<file path="src/rtl/spi_target_pkg.sv">
// Shared constants for the SPI target: idle transmit byte, peripheral register map, FSM states.
package spi_target_pkg;

    localparam logic [7:0] TX_IDLE_BYTE_DEFAULT = 8'hFF;

    // Byte offsets of the CPU-visible registers on the peripheral bus.
    localparam logic [3:0] REG_RX_DATA = 4'h0;
    localparam logic [3:0] REG_TX_DATA = 4'h4;
    localparam logic [3:0] REG_STATUS  = 4'h8;

    typedef enum logic {
        ST_IDLE   = 1'b0,
        ST_ACTIVE = 1'b1
    } state_e;

endpackage

</file>
<file path="src/rtl/spi_target_if.sv">
// CPU-side holding-register interface of the SPI target.
interface spi_target_if;
    logic [7:0] rx_data;
    logic       rx_dc;
    logic       rx_valid;
    logic       rx_read;
    logic       overrun;
    logic [7:0] tx_data;
    logic       tx_write;
    logic       tx_empty;
    logic       selected;

    modport master (
        output rx_read, tx_data, tx_write,
        input  rx_data, rx_dc, rx_valid, overrun, tx_empty, selected
    );

    modport slave (
        input  rx_read, tx_data, tx_write,
        output rx_data, rx_dc, rx_valid, overrun, tx_empty, selected
    );
endinterface

</file>
<file path="src/rtl/spi_target_sync_2ff.sv">
// Two-flop synchronizer for one asynchronous pin, with a selectable reset level.
module sync_2ff #(
    parameter logic RST_VAL = 1'b0
) (
    input  logic clk,
    input  logic rst,
    input  logic d_i,
    output logic q_o
);
    logic [1:0] ff_q;

    always_ff @(posedge clk or posedge rst) begin
        if (rst) begin
            ff_q <= {2{RST_VAL}};
        end else begin
            ff_q <= {ff_q[0], d_i};
        end
    end

    assign q_o = ff_q[1];
endmodule

</file>
<file path="src/rtl/spi_target.sv">
// SPI mode-0 target with oversampled pins, one-byte RX/TX holding registers and a D/C sideband.
import spi_target_pkg::*;

module spi_target #(
    parameter logic [7:0] TX_IDLE_BYTE = TX_IDLE_BYTE_DEFAULT
) (
    input  logic        clk,
    input  logic        rst,
    input  logic        spi_sck_i,
    input  logic        spi_cs_i,
    input  logic        spi_mosi_i,
    input  logic        spi_dc_i,
    output logic        spi_miso_o,
    spi_target_if.slave bus
);
    logic       sck_s, cs_s, mosi_s, dc_s;
    logic       sck_q, cs_q;
    logic [1:0] settle_q;
    logic       armed_q;

    state_e     state_q;
    logic [2:0] bit_cnt_q;
    logic [7:0] rx_shift_q, tx_shift_q, tx_hold_q, rx_data_q;
    logic       rx_dc_q, rx_valid_q, overrun_q, tx_empty_q;

    sync_2ff #(.RST_VAL(1'b0)) u_sync_sck  (.clk(clk), .rst(rst), .d_i(spi_sck_i),  .q_o(sck_s));
    sync_2ff #(.RST_VAL(1'b1)) u_sync_cs   (.clk(clk), .rst(rst), .d_i(spi_cs_i),   .q_o(cs_s));
    sync_2ff #(.RST_VAL(1'b0)) u_sync_mosi (.clk(clk), .rst(rst), .d_i(spi_mosi_i), .q_o(mosi_s));
    sync_2ff #(.RST_VAL(1'b0)) u_sync_dc   (.clk(clk), .rst(rst), .d_i(spi_dc_i),   .q_o(dc_s));

    logic       sck_rise, sck_fall, cs_fall, cs_rise;
    logic       start_d, load_d, complete_d;
    logic [7:0] rx_byte_d, tx_next_d;

    assign sck_rise   = sck_s & ~sck_q;
    assign sck_fall   = ~sck_s & sck_q;
    assign cs_fall    = ~cs_s & cs_q;
    assign cs_rise    = cs_s & ~cs_q;

    assign start_d    = (state_q == ST_IDLE) && armed_q && cs_fall;
    assign load_d     = start_d ||
                        ((state_q == ST_ACTIVE) && !cs_rise && sck_fall && (bit_cnt_q == 3'd0));
    assign complete_d = (state_q == ST_ACTIVE) && !cs_rise && sck_rise && (bit_cnt_q == 3'd7);
    assign rx_byte_d  = {rx_shift_q[6:0], mosi_s};
    assign tx_next_d  = tx_empty_q ? TX_IDLE_BYTE : tx_hold_q;

    // The CS synchronizer resets high, so a select already low at reset release would look
    // like a fresh falling edge; only arm once a genuinely synchronized high level is seen.
    always_ff @(posedge clk or posedge rst) begin
        if (rst) begin
            sck_q    <= 1'b0;
            cs_q     <= 1'b1;
            settle_q <= 2'b00;
            armed_q  <= 1'b0;
        end else begin
            sck_q    <= sck_s;
            cs_q     <= cs_s;
            settle_q <= {settle_q[0], 1'b1};
            if (settle_q[1] && cs_s) begin
                armed_q <= 1'b1;
            end
        end
    end

    always_ff @(posedge clk or posedge rst) begin
        if (rst) begin
            state_q    <= ST_IDLE;
            bit_cnt_q  <= 3'd0;
            rx_shift_q <= 8'h00;
            tx_shift_q <= 8'h00;
            tx_hold_q  <= 8'h00;
            rx_data_q  <= 8'h00;
            rx_dc_q    <= 1'b0;
            rx_valid_q <= 1'b0;
            overrun_q  <= 1'b0;
            tx_empty_q <= 1'b1;
        end else begin
            if (bus.rx_read) begin
                rx_valid_q <= 1'b0;
                overrun_q  <= 1'b0;
            end
            if (load_d) begin
                tx_shift_q <= tx_next_d;
                tx_empty_q <= 1'b1;
            end
            // A write colliding with a load keeps the new byte pending for the next load.
            if (bus.tx_write) begin
                tx_hold_q  <= bus.tx_data;
                tx_empty_q <= 1'b0;
            end
            if (complete_d) begin
                if (!rx_valid_q || bus.rx_read) begin
                    rx_data_q  <= rx_byte_d;
                    rx_dc_q    <= dc_s;
                    rx_valid_q <= 1'b1;
                end else begin
                    overrun_q  <= 1'b1;
                end
            end
            case (state_q)
                ST_IDLE: begin
                    if (start_d) begin
                        state_q   <= ST_ACTIVE;
                        bit_cnt_q <= 3'd0;
                    end
                end
                ST_ACTIVE: begin
                    if (cs_rise) begin
                        state_q    <= ST_IDLE;
                        bit_cnt_q  <= 3'd0;
                        rx_shift_q <= 8'h00;
                    end else if (sck_rise) begin
                        rx_shift_q <= rx_byte_d;
                        bit_cnt_q  <= bit_cnt_q + 3'd1;
                    end else if (sck_fall && (bit_cnt_q != 3'd0)) begin
                        tx_shift_q <= {tx_shift_q[6:0], 1'b0};
                    end
                end
                default: state_q <= ST_IDLE;
            endcase
        end
    end

    assign spi_miso_o   = (state_q == ST_ACTIVE) ? tx_shift_q[7] : 1'b1;
    assign bus.rx_data  = rx_data_q;
    assign bus.rx_dc    = rx_dc_q;
    assign bus.rx_valid = rx_valid_q;
    assign bus.overrun  = overrun_q;
    assign bus.tx_empty = tx_empty_q;
    assign bus.selected = (state_q == ST_ACTIVE);
endmodule

</file>
<file path="src/flat_wrapper.sv">
// flat-port wrapper written by rule: the top's interface ports become plain ports
module spi_target_flat 
#(
    parameter logic [7:0] TX_IDLE_BYTE = TX_IDLE_BYTE_DEFAULT
)
  (clk, rst, spi_sck_i, spi_cs_i, spi_mosi_i, spi_dc_i, spi_miso_o, bus_rx_read, bus_tx_data, bus_tx_write, bus_rx_data, bus_rx_dc, bus_rx_valid, bus_overrun, bus_tx_empty, bus_selected);
  spi_target_if bus_i ();
  input  logic clk;
  input  logic rst;
  input  logic spi_sck_i;
  input  logic spi_cs_i;
  input  logic spi_mosi_i;
  input  logic spi_dc_i;
  output logic spi_miso_o;
  input wire logic [$bits(bus_i.rx_read)-1:0] bus_rx_read;
  input wire logic [$bits(bus_i.tx_data)-1:0] bus_tx_data;
  input wire logic [$bits(bus_i.tx_write)-1:0] bus_tx_write;
  output wire logic [$bits(bus_i.rx_data)-1:0] bus_rx_data;
  output wire logic [$bits(bus_i.rx_dc)-1:0] bus_rx_dc;
  output wire logic [$bits(bus_i.rx_valid)-1:0] bus_rx_valid;
  output wire logic [$bits(bus_i.overrun)-1:0] bus_overrun;
  output wire logic [$bits(bus_i.tx_empty)-1:0] bus_tx_empty;
  output wire logic [$bits(bus_i.selected)-1:0] bus_selected;
  assign bus_i.rx_read = bus_rx_read;
  assign bus_i.tx_data = bus_tx_data;
  assign bus_i.tx_write = bus_tx_write;
  assign bus_rx_data = bus_i.rx_data;
  assign bus_rx_dc = bus_i.rx_dc;
  assign bus_rx_valid = bus_i.rx_valid;
  assign bus_overrun = bus_i.overrun;
  assign bus_tx_empty = bus_i.tx_empty;
  assign bus_selected = bus_i.selected;
  spi_target #(.TX_IDLE_BYTE(TX_IDLE_BYTE)) u_core (.clk(clk), .rst(rst), .spi_sck_i(spi_sck_i), .spi_cs_i(spi_cs_i), .spi_mosi_i(spi_mosi_i), .spi_dc_i(spi_dc_i), .spi_miso_o(spi_miso_o), .bus(bus_i));
endmodule
</file>
<file path="config.mk">
export PLATFORM = sky130hd
export DESIGN_NAME = spi_target_flat
export DESIGN_NICKNAME = d
export VERILOG_FILES = /design/src/rtl/spi_target_pkg.sv /design/src/rtl/spi_target_if.sv /design/src/rtl/spi_target_sync_2ff.sv /design/src/rtl/spi_target.sv /design/src/flat_wrapper.sv
export SDC_FILE = /design/constraint.sdc
export NUM_CORES = 1
export LEC_CHECK = 0
export ABC_AREA = 1
export BUFFER_PORTS_ARGS = -buffer_cell sky130_fd_sc_hd__buf_4
export CORE_ASPECT_RATIO = 2
export CORE_MARGIN = 1.5
export CORE_UTILIZATION = 55
export CTS_BUF_LIST = sky130_fd_sc_hd__clkbuf_4 sky130_fd_sc_hd__clkbuf_8 sky130_fd_sc_hd__clkbuf_16
export DETAILED_ROUTE_END_ITERATION = 7
export HOLD_SLACK_MARGIN = 0.02
export PLACE_DENSITY = 0.76
export SYNTH_ARGS = -nofsm -noshare
export SYNTH_HDL_FRONTEND = slang
export SYNTH_SLANG_ARGS = --single-unit
</file>
<file path="constraint.sdc">
create_clock -name clk -period 1.73 [get_ports clk]
set_input_delay 0.2595 -clock clk [delete_from_list [all_inputs] [get_ports clk]]
set_output_delay 0.2595 -clock clk [all_outputs]
set_load 0.02 [all_outputs]
</file>
==> metrics.yaml <==
overflow: 0
power.density_mw_per_mm2: 1110
crit_buf_inv: 2
clkLatencyLatePin_ps: 300
crit_required_ps: 1920
setup_violations: 0
mappedNetlistArea_sq_mm: 0.00214
clockBufferDepth: 2
slowest_stage: "dfstp_2"
antenna_found_initial: 0
crit_arrival_ps: 1680
htree_levels: 2
grt.busiest_layer: "met2"
grt_use_total_pct: 20.1
final_common_cell: "nand2_1"
area_growth_pct: 19.2
route.detailed.drc: 0
grt_pass1_vias: 1592
cts_sinks: 52
cts_tree: "done"
vdd_drop_max_mv: 1.04
path_max_fanout: 9
insertedDiodeCount: 0
dp_slack_ps: 231
utilization_pct: 69.1
total_power_uw: 2830
critical-path-max-stage-delay_ps: 550
fin_skew_ps: 8.01
ys_types: 23
core_sq_mm: 0.00368
synth_nets: 239
start_util_pct: 58.0
die_y_um: 91.1
rows: 31
drive_gt1_share_pct: 25.7
finalHoldViolCount: 0
nNetsFinal: 275
num_vias: 1528
use_met2_pct: 36.8
min_path_type: "in2reg"
post_drt_wl_per_cell_um: 11.7
ctsHoldBuffers: 1
fin_crit_sh_pct: 86.2
use_met1_pct: 18.5
gp_congestion: 0.814
crit_family: "simple AND/OR/NAND/NOR gates"
layout_min_cycle_time_ps: 1490
syn_area_per_cell_sq_um: 9.71
cp-start-kind: "register"
drt-pass1-iter-count: 4
cts_setup_buffers: 0
yosysSeqAreaShare_pct: 61.2
cts_resized: 0
fin_ws_ps: 239
cts_buffers: 5
ios: 30
ys_ff_latch: 52
antenna_left: 0
hpwlAfterDp_mm: 2.62
path_common_cell: "nand2_1"
grt_max_degree: 53
rsz0062_at_grt: "no"
die_area_sq_mm: 0.00429
grtUsageMet3_pct: 4.17
vias_per_cell: 4.99
clkSlewWorstSetupHoldPaths_ps: 80
mostFrequentLayoutCells: "56 x nand2_1, 48 x dfrtp_1, 31 x buf_4, 29 x nand3_1, 28 x inv_1"
die_w_um: 47.1
fin_setup_tns_ps: 0
end_kind: "register"
grt_pass1_wl_mm: 6.35
finalWirelength_mm: 3.57
status: "finished, final reports clean"
yosys_warnings: 0
cp_cell_sequence: "inv_1 -> nand2_1 -> nand2_2 -> inv_2 -> nand2_4 -> nor2_4 -> nand2_2 -> nand2_1 -> nand2_1"
p_leak_uw: 0.00136
cts_root_buf: "clkbuf_8"
critPathKind: "reg2reg"
slew_violations: 0
port_buffers: 29
fmax_mhz: 671
syn-instance-count: 220
drt_iter0_drc: 33
max-cap-violations: 0
## Yosys cell counts
cell	count	area, sq um
conb_1	1	3.75
a21oi_1	2	10.0
nand2_1	56	210
o21bai_1	1	7.51
buf_6	1	11.3
o21ai_0	3	15.0
nor2_4	1	11.3
buf_2	2	10.0
dfstp_2	4	105
nor2_2	1	6.26
clkbuf_1	1	3.75
a21o_1	1	7.51
inv_2	3	11.3
o22ai_1	5	31.3
nand3_1	29	145
inv_1	29	109
dfrtp_1	48	1200
nand2_4	2	22.5
ha_1	3	37.5
mux2_2	7	78.8
nand2_2	5	31.3
nor2_1	13	48.8
o21ai_2	2	17.5
## flip-flops by register name, indices dropped and copies added (netlist names)
| signal | flops |
|---|---|
| u_core.bus.rx_data | 8 |
| u_core.tx_hold_q | 8 |
| u_core.tx_shift_q | 8 |
| u_core.rx_shift_q | 7 |
| u_core.bit_cnt_q | 3 |
| u_core.settle_q | 2 |
| u_core.u_sync_cs.ff_q | 2 |
| u_core.u_sync_dc.ff_q | 2 |
| u_core.u_sync_mosi.ff_q | 2 |
| u_core.u_sync_sck.ff_q | 2 |
| u_core.armed_q | 1 |
| u_core.bus.overrun | 1 |
| u_core.bus.rx_dc | 1 |
| u_core.bus.rx_valid | 1 |
| u_core.bus.selected | 1 |
| u_core.bus.tx_empty | 1 |
| u_core.cs_q | 1 |
| u_core.sck_q | 1 |
## power by group
| part | switching (uW) | internal (uW) |
|---|---|---|
| clock | 371 | 445 |
| sequential | 105 | 1380 |
| combinational | 316 | 207 |
## stage by stage
stage	std cells	cell area (sq um)	hold WS, ps
detailed placement	297	2420	338
floorplan	220	2140	264
CTS	306	2550	54.4
global route	306	2550	46.9
global placement	297	2420	330
finish	306	2550	64.7
## cells by family after synthesis
group                      Yosys count  synth area share, %
DFF                                 52                 61.2
AOI/OAI and AO/OA                   14                 4.16
other                                1                0.176
muxes                                7                 3.69
and+or+nand+nor                    107                 22.3
buffers and inverters               36                 6.80
adders and majority gates            3                 1.76
## path summary, 6_finish.rpt
check                                         start                       end  slack, ps  cells past startpoint
max in group asynchronous                       rst       u_core.bus.tx_empty        880                      4
min                                        spi_cs_i  u_core.u_sync_cs.ff_q[0]         60                      1
min reg2reg                u_core.u_sync_dc.ff_q[0]  u_core.u_sync_dc.ff_q[1]        350                      0
min in group asynchronous                       rst          u_core.bus.rx_dc        570                      4
max                                     u_core.cs_q     u_core.bus.rx_data[0]        240                      9
max reg2reg                             u_core.cs_q     u_core.bus.rx_data[0]        240                      9
## layer usage
| layer | vias up | routed length [um] | part of all wire (%) |
|---|---|---|---|
| met5 | - | 0 | 0 |
| met4 | 0 | 131 | 3.7 |
| met3 | 11 | 128 | 3.6 |
| met2 | 46 | 2030 | 57 |
| met1 | 717 | 1280 | 36 |
| li1 | 754 | - | - |
## area by class of cell
cell class / instances / area (sq um)
sequential: 52 / 1310
clock buffer: 6 / 76.3
clock inverter: 2 / 35.0
fill: 308 / 1140
tap: 49 / 61.3
inverter: 32 / 120
timing repair buffer: 33 / 263
multi-input combinational: 132 / 684
## worst register-to-register path, stage by stage, from the launching register on
cell,delay [ps]
dfstp_2,550
inv_1,40
nand2_1,60
nand2_2,80
inv_2,110
nand2_4,100
nor2_4,160
nand2_2,140
nand2_1,100
nand2_1,50
Power figures use the tool's default switching activity.
